<file path="config.mk">
export PLATFORM = sky130hd
export DESIGN_NAME = ucie_ctl_sb_msg_builder
export DESIGN_NICKNAME = d
export VERILOG_FILES = /design/src/rtl/ucie_ctl_sb_pkg.sv /design/src/rtl/ucie_ctl_sb_code_tbl.sv /design/src/rtl/ucie_ctl_sb_msg_builder.sv
export SDC_FILE = /design/constraint.sdc
export NUM_CORES = 1
export LEC_CHECK = 0
export BUFFER_PORTS_ARGS = -buffer_cell sky130_fd_sc_hd__buf_2
export CAP_MARGIN = 15
export CORE_ASPECT_RATIO = 0.8
export CORE_MARGIN = 2
export CORE_UTILIZATION = 34
export CTS_CLUSTER_DIAMETER = 60
export DETAILED_ROUTE_END_ITERATION = 10
export SYNTH_ARGS = -nofsm -noshare
export SYNTH_HDL_FRONTEND = slang
export SYNTH_SLANG_ARGS = --single-unit
</file>
<file path="constraint.sdc">
create_clock -name i_clk -period 5.13 [get_ports i_clk]
set_input_delay 0.2565 -clock i_clk [delete_from_list [all_inputs] [get_ports i_clk]]
set_output_delay 0.2565 -clock i_clk [all_outputs]
set_load 0.01 [all_outputs]
</file>
<file path="src/rtl/ucie_ctl_sb_pkg.sv">
// Shared constants for the UCIe sideband message builder: opcodes, header field
// offsets, default code tables and FSM state encoding.
package ucie_ctl_sb_pkg;

  localparam logic [4:0] OPC_MSG_NODATA = 5'b10010;
  localparam logic [4:0] OPC_MSG_DATA   = 5'b11011;

  localparam int HDR_OPC_LSB  = 0;
  localparam int HDR_MSG_LSB  = 14;
  localparam int HDR_SRC_LSB  = 29;
  localparam int HDR_SUB_LSB  = 32;
  localparam int HDR_INFO_LSB = 40;
  localparam int HDR_DST_LSB  = 56;
  localparam int HDR_CP_BIT   = 62;
  localparam int HDR_DP_BIT   = 63;

  typedef enum logic [1:0] {
    ST_IDLE = 2'd0,
    ST_HDR  = 2'd1,
    ST_DATA = 2'd2
  } state_e;

  typedef enum logic {
    TBL_MSG = 1'b0,
    TBL_SUB = 1'b1
  } tbl_sel_e;

  // Link-training defaults; element [0] is table entry 0.
  localparam logic [3:0][7:0] MSG_DEFAULTS = {8'h09, 8'h04, 8'h03, 8'h01};
  localparam logic [3:0][7:0] SUB_DEFAULTS = {8'h09, 8'h02, 8'h01, 8'h00};

  function automatic logic [7:0] tbl_default(tbl_sel_e sel, int idx);
    if (idx > 3 || idx < 0) return 8'h00;
    return (sel == TBL_SUB) ? SUB_DEFAULTS[idx[1:0]] : MSG_DEFAULTS[idx[1:0]];
  endfunction

endpackage

</file>
<file path="src/rtl/ucie_ctl_sb_code_tbl.sv">
// Code lookup table with async read and range flag. Writable registers when
// UCIE_CTL_SB_CFG_WR_EN is defined, otherwise constant link-training defaults.
module ucie_ctl_sb_code_tbl
  import ucie_ctl_sb_pkg::*;
#(
  parameter int       DEPTH = 4,
  parameter tbl_sel_e SEL   = TBL_MSG,
  parameter int       AW    = 2,
  parameter int       CAW   = 2
) (
  input  logic           i_clk,
  input  logic           i_rst,
  input  logic [AW-1:0]  i_rd_idx,
  output logic [7:0]     o_rd_code,
  output logic           o_rd_err,
  input  logic           i_wr_en,
  input  logic [CAW-1:0] i_wr_addr,
  input  logic [7:0]     i_wr_data
);

  logic [7:0] tbl [DEPTH];

`ifdef UCIE_CTL_SB_CFG_WR_EN
  // NOTE: the table is architectural state that must come back to its defaults,
  // so every entry is reset, unlike a plain data RAM.
  always_ff @(posedge i_clk or negedge i_rst) begin
    if (!i_rst) begin
      for (int i = 0; i < DEPTH; i++) tbl[i] <= tbl_default(SEL, i);
    end else if (i_wr_en) begin
      for (int i = 0; i < DEPTH; i++)
        if (i_wr_addr == CAW'(i)) tbl[i] <= i_wr_data;
    end
  end
`else
  for (genvar g = 0; g < DEPTH; g++) begin : g_const
    assign tbl[g] = tbl_default(SEL, g);
  end

  logic unused_wr;
  assign unused_wr = ^{i_clk, i_rst, i_wr_en, i_wr_addr, i_wr_data};
`endif

  // NOTE: default first so an out-of-range index reads 00 instead of inferring a latch.
  always_comb begin
    o_rd_code = 8'h00;
    for (int i = 0; i < DEPTH; i++)
      if (i_rd_idx == AW'(i)) o_rd_code = tbl[i];
  end

  assign o_rd_err = ({1'b0, i_rd_idx} >= (AW+1)'(DEPTH));

endmodule

</file>
<file path="src/rtl/ucie_ctl_sb_msg_builder.sv">
// Sideband message builder: table lookup, header/parity assembly and a
// valid/ready beat stream. Optional table writes under UCIE_CTL_SB_CFG_WR_EN.
module ucie_ctl_sb_msg_builder
  import ucie_ctl_sb_pkg::*;
#(
  parameter int         MSG_DEPTH = 4,
  parameter int         SUB_DEPTH = 4,
  parameter logic [2:0] SRCID     = 3'b001,
  parameter logic [2:0] DSTID     = 3'b101,
  parameter int         CNT_W     = 16,
  localparam int        MIW       = (MSG_DEPTH > 1) ? $clog2(MSG_DEPTH) : 1,
  localparam int        SIW       = (SUB_DEPTH > 1) ? $clog2(SUB_DEPTH) : 1,
  localparam int        CAW       = (MIW > SIW) ? MIW : SIW
) (
  input  logic             i_clk,
  input  logic             i_rst,
  input  logic             i_req_valid,
  output logic             o_req_ready,
  input  logic             i_req_with_data,
  input  logic [MIW-1:0]   i_req_msg_idx,
  input  logic [SIW-1:0]   i_req_sub_idx,
  input  logic [15:0]      i_req_info,
  input  logic [63:0]      i_req_data,
  output logic             o_pkt_valid,
  input  logic             i_pkt_ready,
  output logic [63:0]      o_pkt,
  output logic             o_pkt_last,
  output logic             o_idx_err,
  output logic [CNT_W-1:0] o_tx_cnt,
  input  logic             i_cfg_wr_en,
  input  logic             i_cfg_sel,
  input  logic [CAW-1:0]   i_cfg_addr,
  input  logic [7:0]       i_cfg_wdata
);

  state_e      state;
  logic [63:0] data_q;
  logic        with_data_q;
  logic [7:0]  msg_code, sub_code;
  logic        msg_err, sub_err;
  logic [63:0] hdr_next;

  ucie_ctl_sb_code_tbl #(.DEPTH(MSG_DEPTH), .SEL(TBL_MSG), .AW(MIW), .CAW(CAW)) u_msg_tbl (
    .i_clk     (i_clk),
    .i_rst     (i_rst),
    .i_rd_idx  (i_req_msg_idx),
    .o_rd_code (msg_code),
    .o_rd_err  (msg_err),
    .i_wr_en   (i_cfg_wr_en && (i_cfg_sel == TBL_MSG)),
    .i_wr_addr (i_cfg_addr),
    .i_wr_data (i_cfg_wdata)
  );

  ucie_ctl_sb_code_tbl #(.DEPTH(SUB_DEPTH), .SEL(TBL_SUB), .AW(SIW), .CAW(CAW)) u_sub_tbl (
    .i_clk     (i_clk),
    .i_rst     (i_rst),
    .i_rd_idx  (i_req_sub_idx),
    .o_rd_code (sub_code),
    .o_rd_err  (sub_err),
    .i_wr_en   (i_cfg_wr_en && (i_cfg_sel == TBL_SUB)),
    .i_wr_addr (i_cfg_addr),
    .i_wr_data (i_cfg_wdata)
  );

  // Header is built from the live request and the table reads, then frozen at accept.
  always_comb begin
    hdr_next = '0;
    hdr_next[HDR_OPC_LSB +: 5]   = i_req_with_data ? OPC_MSG_DATA : OPC_MSG_NODATA;
    hdr_next[HDR_MSG_LSB +: 8]   = msg_code;
    hdr_next[HDR_SRC_LSB +: 3]   = SRCID;
    hdr_next[HDR_SUB_LSB +: 8]   = sub_code;
    hdr_next[HDR_INFO_LSB +: 16] = i_req_info;
    hdr_next[HDR_DST_LSB +: 3]   = DSTID;
    hdr_next[HDR_CP_BIT]         = ^hdr_next[61:0];
    hdr_next[HDR_DP_BIT]         = i_req_with_data & (^i_req_data);
  end

  // NOTE: all state and outputs use non-blocking assignments so every register
  // samples pre-edge values regardless of statement order.
  always_ff @(posedge i_clk or negedge i_rst) begin
    if (!i_rst) begin
      state       <= ST_IDLE;
      o_req_ready <= 1'b0;
      o_pkt_valid <= 1'b0;
      o_pkt       <= '0;
      o_pkt_last  <= 1'b0;
      o_idx_err   <= 1'b0;
      o_tx_cnt    <= '0;
      data_q      <= '0;
      with_data_q <= 1'b0;
    end else begin
      o_idx_err <= 1'b0;
      case (state)
        ST_IDLE: begin
          if (i_req_valid && o_req_ready) begin
            state       <= ST_HDR;
            o_req_ready <= 1'b0;
            o_pkt_valid <= 1'b1;
            o_pkt       <= hdr_next;
            o_pkt_last  <= ~i_req_with_data;
            o_idx_err   <= msg_err | sub_err;
            data_q      <= i_req_data;
            with_data_q <= i_req_with_data;
          end else begin
            o_req_ready <= 1'b1;
          end
        end
        ST_HDR: begin
          if (i_pkt_ready) begin
            if (with_data_q) begin
              state      <= ST_DATA;
              o_pkt      <= data_q;
              o_pkt_last <= 1'b1;
            end else begin
              state       <= ST_IDLE;
              o_pkt_valid <= 1'b0;
              o_pkt_last  <= 1'b0;
              o_req_ready <= 1'b1;
              o_tx_cnt    <= o_tx_cnt + 1'b1;
            end
          end
        end
        ST_DATA: begin
          if (i_pkt_ready) begin
            state       <= ST_IDLE;
            o_pkt_valid <= 1'b0;
            o_pkt_last  <= 1'b0;
            o_req_ready <= 1'b1;
            o_tx_cnt    <= o_tx_cnt + 1'b1;
          end
        end
        default: begin
          state       <= ST_IDLE;
          o_pkt_valid <= 1'b0;
          o_pkt_last  <= 1'b0;
          o_req_ready <= 1'b1;
        end
      endcase
    end
  end

endmodule

</file>
# Word-level counts from Yosys, hierarchy flattened
# Index checks and enable logic that the tools add are counted.
[totals] regBits=150 in_bits=101 out_inout_bits=84 wordCells=72
[classes] addsub=1 eq_ne=13 muxes=35 n_bitwise=2 n_reduce_logical=13
[op_table] op="two-way mux 64 bit" count=3
[op_table] op="one-hot mux 64 bit (2 select lines)" count=1
[op_table] op="XOR reduction 64 bit" count=1
[op_table] op="XOR reduction 62 bit" count=1
[op_table] op="two-way mux 16 bit" count=3
[op_table] op="one-hot mux 16 bit (2 select lines)" count=1
[op_table] op="adder 16 x 1 -> 16 bit (second input constant)" count=1
[op_table] op="two-way mux 1 bit" count=13
[op_table] op="two-way mux 2 bit" count=6
[op_table] op="two-way mux 4 bit" count=3
[op_table] op="AND reduction 4 bit" count=3
[op_table] op="== test 2 bit (second input constant)" count=5
[op_table] op="!= test 2 bit (second input constant)" count=5
[op_table] op="one-hot mux 1 bit (3 select lines)" count=3
[op_table] op="== test 2 x 1 -> 1 bit (second input constant)" count=3
[op_table] op="one-hot mux 2 bit (3 select lines)" count=1
[op_table] op="AND reduction 3 bit" count=2
[op_table] op="logical NOT 2 bit" count=2
[op_table] op="nonzero test 2 bit" count=2
[op_table] op="two-way mux 3 bit" count=1
[op_table] op="AND reduction 2 bit" count=1
[op_table] op="AND 1 bit" count=1
[op_table] op="logical AND 1 bit" count=1
[op_table] op="NOT 1 bit" count=1

# Depth between registers and ports, before layout
[depth] ltp_word=8 mapped_depth=9 ltp_nobuf=9

# Modules after synthesis
# Synthesis repeated with hierarchy kept, for this count alone.
[unflattened] cells_unflattened=663 area_unflattened_um2=7075.5
[by_module_without_submodules] module="ucie_ctl_sb_msg_builder" n_inst=1 cells_each=643 area_each_um2=6940.4 seq_area_each_um2=3778.6
[by_module_without_submodules] module="ucie_ctl_sb_code_tbl at u_msg_tbl" n_inst=1 cells_each=10 area_each_um2=70.1 seq_area_each_um2=0.0
[by_module_without_submodules] module="ucie_ctl_sb_code_tbl at u_sub_tbl" n_inst=1 cells_each=10 area_each_um2=65.1 seq_area_each_um2=0.0

# Least setup slack after synthesis
# Ideal clock, no wire load.
[synth_path] path_type="flip-flop to flip-flop" from="register state[1]" to="register o_tx_cnt[13]" setup_time_ns=0.125 arrival_time_ns=1.491 path_slack_ns=3.514 stages_incl_launch_ff=8 path_buffers=0 synth_period_minus_slack_ns=1.616 path_cell_list="dfrtp_1 -> nand2b_1 -> nor2_1 -> o21ai_2 -> nor3_4 -> and4_1 -> nand3_1 -> xnor2_1"
[synth_via] elab_chain_cells=3 word_cells_on_any_way=8 cone_classes="5 x eq/ne; 1 x mux; 2 x reduce/logical"
[synth_rtl] item="from (decl)" line_no="ucie_ctl_sb_msg_builder.sv:36" text="state_e state;"
[synth_rtl] item="from (signal assigned)" line_no="ucie_ctl_sb_msg_builder.sv:82" text="state <= ST_IDLE;"
[synth_rtl] item="from (signal assigned)" line_no="ucie_ctl_sb_msg_builder.sv:96" text="state <= ST_HDR;"
[synth_rtl] item="from (signal assigned)" line_no="ucie_ctl_sb_msg_builder.sv:111" text="state <= ST_DATA;"
[synth_rtl] item="== test 2 x 1 -> 1 bit or == test 2 bit (tied branches)" line_no="ucie_ctl_sb_msg_builder.sv:93" text="case (state)"
[synth_rtl] item="!= test 2 bit (no line) or nonzero test 2 bit (tied branches)"
[synth_rtl] item="AND reduction 4 bit (no line)"
[synth_rtl] item="to (signal assigned)" line_no="ucie_ctl_sb_msg_builder.sv:119" text="o_tx_cnt <= o_tx_cnt + 1'b1;"
[synth_rtl] item="to (signal assigned)" line_no="ucie_ctl_sb_msg_builder.sv:129" text="o_tx_cnt <= o_tx_cnt + 1'b1;"
[synth_rtl] item="to (decl)" line_no="ucie_ctl_sb_msg_builder.sv:29" text="output logic [CNT_W-1:0] o_tx_cnt,"
# Several ways; a longest one is shown, not always the timed one.
# A chain may end at the register's enable or synchronous reset.

# Worst setup path after layout
[layout_path] from="register state[0]" to="register o_pkt[43]"
[layout_via] elab_chain_cells=3 word_cells_on_any_way=8 cone_classes="4 x eq/ne; 1 x mux; 3 x reduce/logical"
[layout_rtl] item="== test 2 x 1 -> 1 bit or logical NOT 2 bit (tied branches)" line_no="ucie_ctl_sb_msg_builder.sv:93"
[layout_rtl] item="!= test 2 bit (no line) or nonzero test 2 bit (tied branches)"
[layout_rtl] item="AND reduction 4 bit (no line)"
[layout_rtl] item="to (signal assigned)" line_no="ucie_ctl_sb_msg_builder.sv:99" text="o_pkt <= hdr_next;"
[layout_rtl] item="to (signal assigned)" line_no="ucie_ctl_sb_msg_builder.sv:112" text="o_pkt <= data_q;"
[layout_rtl] item="to (decl)" line_no="ucie_ctl_sb_msg_builder.sv:26" text="output logic [63:0] o_pkt,"
# Several ways; a longest one is shown, not always the timed one.

==> metrics <==
grt total ovfl 0; Vias/cell 4.57; Syn Area/Cell 8.95 um^2; Worst Path Arrival 3080 ps; largest cells by area after synthesis dfrtp_1, nand2_1, xnor2_1, nand3_1, a31oi_1; first-pass GRT wire length 28,900 um; Post-Synthesis Cells 758; syn_nets 863; Synth Area in Adders 0.738%; outcome finished, violations left; clk sink count 150; GPL Wtd Cong 0.749; unrepaired setup endpoints after global routing no; initial antenna violation count 4; vias in the first global route 5,366; Synth Area in XOR/XNOR 12.3%; die width 162 um; CP startpoint kind register; total CTS buffers 17; H-tree depth 4; area share of the leading cell type in the synthesized netlist 55.3%; largest net degree at the start of global routing 106; r2r setup slk 2380 ps; Die Span Y 130 um; Main synth FF type dfrtp_1; drt wl/cell 15.1 um; number of top-level pins 185; Max Fanout on Critical Path 43; asr flop ratio synth 100%; post-route ant nets 0; hpwl dp 12,200 um; Max-cap violations 0; Compound-Gate Fraction of Synth Area 4.56%; initial DRC count 326; Largest stage delay, worst path 940 ps; Placement Setup Slack 2410 ps; top cells by count, synth nand2_1, dfrtp_1, xnor2_1; final worst clock skew 13.4 ps; slowest stage cell on the critical path a21oi_4; Clock Latency Late Sink 420 ps; FP Rows 46; post-synthesis cell type count 34; Hold Path Class input pin to asynchronous set/reset pin; post-synthesis simple-gate area fraction 24.4%; Leakage Power 0.00444 uW; CP Capture Type register; Synth Register Bits 150; Detailed Route WL 18,000 um; setup ws final 2380 ps; most common cell in the netlist nand2_1; period utilisation layout 53.6%; register area 3750 um^2; CTS Buffer Depth 2; worst r2r src state[0]$_DFFE_PN0P_; buffers inserted by post-CTS timing repair 0; Critical Path RT 5460 ps; crit path kind register to register; share of layout cells above drive strength 1 23.4%; cts repair resizes 0; CORE AREA 19,700 um^2; area delta synth->final 26.4%; main combinational cell family by area after synthesis simple AND/OR/NAND/NOR gates; cells on worst reg2reg path 6; mux cell area share after synthesis 0%; drt pass-1 iters 4; Worst Tran Pin Value 1060 ps; VDD IR max 0.000222 V; nets 1,019; CTS tree built; Yosys top cell by area dfrtp_1; number of synthesized flops with an enable pin 0; RR Endpoint o_pkt[43]$_DFFE_PN0P_; Cell Pwr Density 595 nW/um^2; CTS clk-pin slew, worst paths 70 ps; Slew Viols, Final 0; sum of negative setup slack 0 ps; Mapped Area 6780 um^2; Initial Utilization 34.5%; Seq/Total Area, Yosys 55.3%; total number of vias 5,452; hold_ws -54.0 ps; clk root buf clkbuf_16; final hold vios 36; area occupied by multi-input gates 2870 um^2; Syn. warnings 0; failing checks negative hold slack; Max Clk Rate 363 MHz; FILL cells 2,050; buffers added on ports 171; crit path cell chain inv_1 -> nand3_1 -> a21oi_4 -> buf_4 -> nor2_1 -> a31oi_1; CTS Hold Bufs 0; setup violators final 0; Final Critical Period 2750 ps; Residual DRC 0; Slew headroom 29.2%; die footprint 21,100 um^2; GRT Util Overall 17.7%
## cell usage in the layout, fill, tap and decap left out, types with 2 or more instances in the layout
master | Yosys | layout
o21ai_0 | 16 | 16
bufinv_16 | 0 | 6
buf_4 | 1 | 6
nand2_1 | 326 | 326
nor3b_1 | 2 | 2
nand2b_1 | 2 | 2
inv_1 | 5 | 5
dfrtp_1 | 150 | 150
inv_6 | 0 | 5
diode_2 | 0 | 2
buf_2 | 8 | 170
a21oi_1 | 11 | 11
a31oi_1 | 19 | 19
nor2_1 | 28 | 26
clkbuf_16 | 0 | 17
ha_1 | 4 | 4
nand4_1 | 2 | 2
clkbuf_8 | 0 | 2
xnor2_1 | 82 | 82
nand3_1 | 40 | 40
nor2_4 | 0 | 2
and4_1 | 3 | 3
xor2_1 | 13 | 13
## report_power, final
part	leakage [uW]	total (uW)	switching [uW]	internal, uW
registers	0.00189	1890	250	1640
clock network	0.000339	1470	522	948
logic	0.00222	1740	1120	621
## kinds of logic (layout without fill, tap and decap cells)
kind of cell,count (synthesis),after routing
buf+inv,45,214
flops,150,150
simple gates,410,410
compound gates,53,53
xor+xnor,95,95
fa+ha+maj,4,4
other cells,1,3
## flip-flops by register name, indices dropped and copies added, names as in the netlist
signal,count
o_tx_cnt,16
state,2
o_pkt,64
o_pkt_valid,1
o_pkt_last,1
with_data_q,1
o_req_ready,1
data_q,64
## metal layers
metal | GRT usage (%) | vias to the layer above | share of wire, %
li1 | - | 2706 | -
met1 | 24.5 | 2587 | 49
met2 | 27.1 | 140 | 44
met3 | 5.66 | 15 | 6.4
met4 | 4.27 | 4 | 0.86
met5 | 0 | - | 0.15
## through the flow
step	area, um^2	total power, uW	util, %	instances	hold WS, ps
after detailed placement	7880	3690	40.0	1159	450
final	8580	5100	43.6	1193	-54.0
after floorplan	6780	3040	-	758	-39.1
after global routing	8570	5500	43.6	1192	32.6
after CTS	8570	5180	43.5	1191	2.92
after global placement	7880	3650	40.0	1159	446
## worst max path at each step
| stage | slack (ps) | from | cells after the start | to |
|---|---|---|---|---|
| global route | 2070 | state[0]$_DFFE_PN0P_ | 6 | o_pkt[43]$_DFFE_PN0P_ |
| finish | 2380 | state[0]$_DFFE_PN0P_ | 6 | o_pkt[43]$_DFFE_PN0P_ |
| floorplan | 3510 | state[1]$_DFFE_PN0P_ | 7 | o_tx_cnt[13]$_DFFE_PN0P_ |
| global placement | 2420 | state[0]$_DFFE_PN0P_ | 6 | o_pkt[36]$_DFFE_PN0P_ |
| CTS | 2380 | state[0]$_DFFE_PN0P_ | 6 | o_pkt[43]$_DFFE_PN0P_ |
| detailed placement | 2410 | state[0]$_DFFE_PN0P_ | 6 | o_pkt[41]$_DFFE_PN0P_ |
## worst max-delay path: cells and delay by family (launching register included)
kind / cells / cell delay, ps
and+or+nand+nor: 2 / 390
DFF: 1 / 440
AOI/OAI and AO/OA: 2 / 1110
buffers and inverters: 2 / 700
## layout make-up
class | count | share of cell area [%]
antenna | 2 | 0.0584
clock buffer | 19 | 5.28
clock inverter | 13 | 2.77
inverter | 5 | 0.219
multi-input combinational | 563 | 33.5
sequential | 150 | 43.8
tap | 264 | 3.85
timing repair buffer | 177 | 10.6
Power figures use the tool's default switching activity.
